`src/rtl/vreg_supervisor.sv`:
```
// rtl/vreg_supervisor.sv - MIC29201 regulator supervisor: soft-start, ERROR debounce, bounded retry, fault latch
module vreg_supervisor #(
    parameter int SOFTSTART_CYC  = 1000,
    parameter int DEBOUNCE_CYC   = 16,
    parameter int RETRY_WAIT_CYC = 4096,
    parameter int MAX_RETRIES    = 3
) (
    input  logic       CLK,
    input  logic       RESET,
    input  logic       ENABLE,
    input  logic       ERROR,
    input  logic       CLEAR_FAULT,
    output logic       SHUTDOWN,
    output logic       POWER_GOOD,
    output logic       FAULT,
    output logic [3:0] RETRY_COUNT
);

    typedef enum logic [2:0] {
        ST_OFF,
        ST_RAMP,
        ST_ON,
        ST_BACKOFF,
        ST_FAULTED
    } state_t;

    // Timed states leave on the edge where the counter holds its last value,
    // so a window of N cycles compares against N-1.
    localparam logic [15:0] SS_LAST = 16'(SOFTSTART_CYC - 1);
    localparam logic [15:0] RW_LAST = 16'(RETRY_WAIT_CYC - 1);
    localparam logic [15:0] DB_DONE = 16'(DEBOUNCE_CYC);
    localparam logic [3:0]  MAX_RC  = 4'(MAX_RETRIES);

    state_t      state_q, state_d;
    logic [15:0] cnt_q, cnt_d;
    logic [3:0]  retry_q, retry_d;
    logic        err_s1_q, err_s2_q;
    logic        shutdown_q, shutdown_d;
    logic        pg_q, pg_d;
    logic        fault_q, fault_d;

    // Two-flop synchronizer for the asynchronous open-drain ERROR flag; idles high (no error).
    always_ff @(posedge CLK or posedge RESET) begin
        if (RESET) begin
            err_s1_q <= 1'b1;
            err_s2_q <= 1'b1;
        end else begin
            err_s1_q <= ERROR;
            err_s2_q <= err_s1_q;
        end
    end

    // Next-state, shared timer/debounce counter, retry bookkeeping and output decode.
    always_comb begin
        state_d = state_q;
        cnt_d   = cnt_q;
        retry_d = retry_q;
        unique case (state_q)
            ST_OFF: begin
                if (ENABLE) state_d = ST_RAMP;
            end
            ST_RAMP: begin
                if (!ENABLE)               state_d = ST_OFF;
                else if (cnt_q == SS_LAST) state_d = ST_ON;
                else                       cnt_d   = cnt_q + 16'd1;
            end
            ST_ON: begin
                // Disable wins over a coincident debounce completion.
                if (!ENABLE) begin
                    state_d = ST_OFF;
                end else if (cnt_q == DB_DONE) begin
                    if (retry_q < MAX_RC) begin
                        retry_d = retry_q + 4'd1;
                        state_d = ST_BACKOFF;
                    end else begin
                        state_d = ST_FAULTED;
                    end
                end else if (err_s2_q) begin
                    cnt_d = 16'd0;
                end else begin
                    cnt_d = cnt_q + 16'd1;
                end
            end
            ST_BACKOFF: begin
                if (!ENABLE)               state_d = ST_OFF;
                else if (cnt_q == RW_LAST) state_d = ST_RAMP;
                else                       cnt_d   = cnt_q + 16'd1;
            end
            ST_FAULTED: begin
                if (CLEAR_FAULT) state_d = ST_OFF;
            end
            default: state_d = ST_OFF;
        endcase

        // Every state starts its window from zero, and OFF forgets past restarts.
        if (state_d != state_q) cnt_d = 16'd0;
        if (state_d == ST_OFF)  retry_d = 4'd0;

        shutdown_d = (state_d == ST_OFF) || (state_d == ST_BACKOFF) || (state_d == ST_FAULTED);
        pg_d       = (state_d == ST_ON);
        fault_d    = (state_d == ST_FAULTED);
    end

    // State, counters and registered outputs.
    always_ff @(posedge CLK or posedge RESET) begin
        if (RESET) begin
            state_q    <= ST_OFF;
            cnt_q      <= 16'd0;
            retry_q    <= 4'd0;
            shutdown_q <= 1'b1;
            pg_q       <= 1'b0;
            fault_q    <= 1'b0;
        end else begin
            state_q    <= state_d;
            cnt_q      <= cnt_d;
            retry_q    <= retry_d;
            shutdown_q <= shutdown_d;
            pg_q       <= pg_d;
            fault_q    <= fault_d;
        end
    end

    assign SHUTDOWN    = shutdown_q;
    assign POWER_GOOD  = pg_q;
    assign FAULT       = fault_q;
    assign RETRY_COUNT = retry_q;

endmodule

```
`config.mk`:
```
export PLATFORM = sky130hd
export DESIGN_NAME = vreg_supervisor
export DESIGN_NICKNAME = d
export VERILOG_FILES = /design/src/rtl/vreg_supervisor.sv
export SDC_FILE = /design/constraint.sdc
export NUM_CORES = 1
export LEC_CHECK = 0
export BUFFER_PORTS_ARGS = -buffer_cell sky130_fd_sc_hd__buf_2
export CAP_MARGIN = 20
export CORE_MARGIN = 4
export CORE_UTILIZATION = 52
export CTS_BUF_LIST = sky130_fd_sc_hd__clkbuf_4 sky130_fd_sc_hd__clkbuf_8 sky130_fd_sc_hd__clkbuf_16
export CTS_CLUSTER_SIZE = 20
export DETAILED_ROUTE_END_ITERATION = 6
export GPL_TIMING_DRIVEN = 0
export PLACE_DENSITY_LB_ADDON = 0.12
export RECOVER_POWER = 50
export SLEW_MARGIN = 20
export SYNTH_ARGS = -nofsm -noshare
export SYNTH_HDL_FRONTEND = slang
export SYNTH_SLANG_ARGS = --single-unit
```
`constraint.sdc`:
```
create_clock -name CLK -period 3 [get_ports CLK]
set_input_delay 0.6 -clock CLK [delete_from_list [all_inputs] [get_ports CLK]]
set_output_delay 0.6 -clock CLK [all_outputs]
set_load 0.02 [all_outputs]
```
==> key figures <==
Drt
  • Initial DRT Pass Iterations: 4
  • # DRC: 0
  • Routed Wire Length: 4.375 mm
  • Number of vias per cell: 6.529
  • Iteration-0 DRC count of the detailed router: 151
  • Avg WL per Cell: 17.16 µm
  • Routed via count: 1,665
  • Remaining antenna violation count: 0

Logic synthesis
  • Number of synthesized register bits: 28
  • Post-synth EDFFs: 0
  • Synth top area share: 0.3501
  • XOR/XNOR Fraction of Synth Area: 0.004902
  • YS warnings: 0
  • Largest family of logic cells by synthesized area: simple AND/OR/NAND/NOR gates
  • Ys flop type: dfrtp_1
  • Post-synth top area cell: dfrtp_1
  • Largest cells by area after synthesis: dfrtp_1 35%, a21oi_1 5.3%, dfstp_2 4.4%
  • Post-synthesis mux area share: 0.01120
  • Synth Area in Compound Gates: 0.2129
  • Netlist cell types: 47
  • Gate Count Post-Synth: 193
  • Post-Synth Simple-Gate Area: 0.3123
  • Post-synthesis adder-cell area fraction: 0.02101
  • Syn_nets: 201
  • Mapped cell area: 1787 µm²
  • Ys async rst share: 1.000
  • Seq/Total Area, Yosys: 0.3943
  • Mean Syn Cell Area: 9.258 µm²

GRT
  • Largest net degree at the start of global routing: 29
  • First-pass GRT wire length: 7.258 mm
  • Vias in the first global route: 1,471
  • Antenna violations before repair: 0
  • GRT Overall Usage: 0.2142
  • Aggregate global routing overflow: 0

Clock tree
  • Reg clk slew, reported paths: 0.16 ns
  • Cts bufs inserted: 3
  • Worst-Skew Late Latency: 0.34 ns
  • CTS sink cnt: 28
  • CTS tree: yes
  • CTS max path bufs: 2
  • Hold_buf cts: 0
  • Root buffer cell: clkbuf_4
  • Post-CTS Setup Inserts: 0
  • CTS resizes: 0
  • H-tree levels: 1

Place
  • Gpl congestion: 0.8897
  • Dpl cell area: 1899 µm²
  • Buffers added on ports: 11
  • Dpl cells: 250
  • Hpwl dp: 3.103 mm
  • DP Worst Slack: 0.4836 ns

Worst setup path
  • Startpoint types: flop
  • CP max FO: 10
  • CP Capture Type: flop
  • Setup Crit Path Kind: reg -> reg
  • WP buf/inv: 2
  • Crit-path cells: inv_1, ha_1, nor4b_1, nand4_1, o21a_1, o211ai_2, buf_6, a21oi_1
  • Required @ worst endpoint: 3.23 ns
  • CP top delay family: compound AO/OA/AOI/OAI gates
  • CP max stage delay: 0.46 ns
  • CP Data Arrival Time: 2.84 ns
  • Slowest CP cell: nor4b_1

Layout
  • Util after Layout: 0.5808
  • Nets@finish: 218
  • Non-Filler Instances: 255
  • Final Instance Area: 1938 µm²
  • Footprint of the multi-input gates: 1005 µm²
  • ANT cells: 0
  • Most frequent cells in the layout: 25 x dfrtp_1, 19 x a21oi_1, 15 x buf_2
  • Number of fill cells: 295
  • Most common cell after layout, fill and taps aside: dfrtp_1
  • Register area: 704.4 µm²
  • Synth-to-Final Area Change: 8.473%
  • Layout cells sized above 1: 0.1627

Floorplan
  • Die Y-Extent: 66.62 µm
  • Core region area: 3337 µm²
  • Number of top-level pins: 12
  • Rows: 21
  • Full die area: 4438 µm²
  • Die W: 66.62 µm
  • Initial Util: 0.5354

Pwr
  • Sequential Power Share: 0.615
  • Maximum VDD drop: 0.0001790 V
  • Leak pwr: 0.7567 nW
  • Pint: 0.4728 mW
  • Clock power share: 0.302
  • Comb power frac: 0.083
  • Sw frac: 0.2459
  • Power Total: 0.6269 mW
  • PD cells: 323.5 nW/µm²
  • Net switching component of the power: 0.1542 mW

Timing
  • # setup viols final: 0
  • Final Max Slew Viols: 0
  • Worst Skew: 0.01408 ns
  • Fmax: 382.1 MHz
  • Fin crit share: 0.8724
  • Tmin final: 2.617 ns
  • Final Hold Slack: 0.1769 ns
  • Rel. slew slack: 0.4491
  • Worst slew pin tran: 0.8196 ns
  • Setup TNS: 0 ns
  • Endpoints failing hold: 0
  • RSZ-0062 raised after global routing: no
  • Final WS setup: 0.3827 ns

Run status
  • Outcome: finished clean

Min path
  • Hold Path Class: in -> async

Job
  • Max capacitance violation total: 0
[metal layers]
metal / up-vias / share of wire / global-route usage
met5: - / 0 / 0
met4: 0 / 0.025 / 0.08629
met3: 13 / 0.062 / 0.03373
met2: 72 / 0.45 / 0.3144
met1: 798 / 0.46 / 0.3114
li1: 782 / - / -
[final cells by class]
type                    instances  share of cell area
well taps                      46             0.02970
repair buffers                 12             0.02970
multi-input cells             150              0.5184
plain buffers                  10             0.03034
inverters                       5            0.009684
flip-flops and latches         28              0.3635
clock buffers                   4             0.01872
[registers in the layout (all words and copies together), names as in the netlist]
name,count
cnt_q,16
err_s2_q,1
FAULT,1
err_s1_q,1
RETRY_COUNT,4
state_q,3
POWER_GOOD,1
SHUTDOWN,1
[logic make-up (layout without fill, tap and decap cells)]
logic type                 count (synthesis)  after routing
and+or+nand+nor                           87             87
AOI/OAI and AO/OA                         57             57
DFF                                       28             28
buffers and inverters                     15             31
adders and majority gates                  3              3
muxes                                      2              2
xor gates and xnor gates                   1              1
[path summary, 6_finish.rpt]
check	depth (start not counted)	end	start	slack [ns]
hold / removal	2	cnt_q[15]	RESET	0.18
max in group asynchronous	3	cnt_q[6]	RESET	1.79
hold reg to reg	0	err_s2_q	err_s1_q	0.37
setup / recovery	8	cnt_q[2]	cnt_q[0]	0.38
setup reg to reg	8	cnt_q[2]	cnt_q[0]	0.38
min in group CLK	1	err_s1_q	ERROR	0.33
[power groups by stage]
stage / clock network, mW / registers [mW] / logic (mW)
detailed placement: 0 / 0.392 / 0.0503
floorplan: 0 / 0.393 / 0.0339
global placement: 0 / 0.392 / 0.0491
CTS: 0.194 / 0.386 / 0.0505
global route: 0.211 / 0.386 / 0.0564
finish: 0.190 / 0.386 / 0.0518
[Yosys cell counts, drive strengths merged (2+ instances only)]
cell type   n
nor3b       2
clkbuf      3
nor4b       2
nor2       10
and3        3
o21ai      10
a21o        2
and4        4
or3         3
mux2i       2
dfstp       3
nor2b       2
buf         7
nor4        5
nand2      10
a21boi      2
ha          3
a31oi       7
a21oi      19
nand3       7
nand4b      8
nor3       11
nand3b      2
inv         5
o31ai       9
nand4       9
dfrtp      25
and2        4
Power figures use the tool's default switching activity.
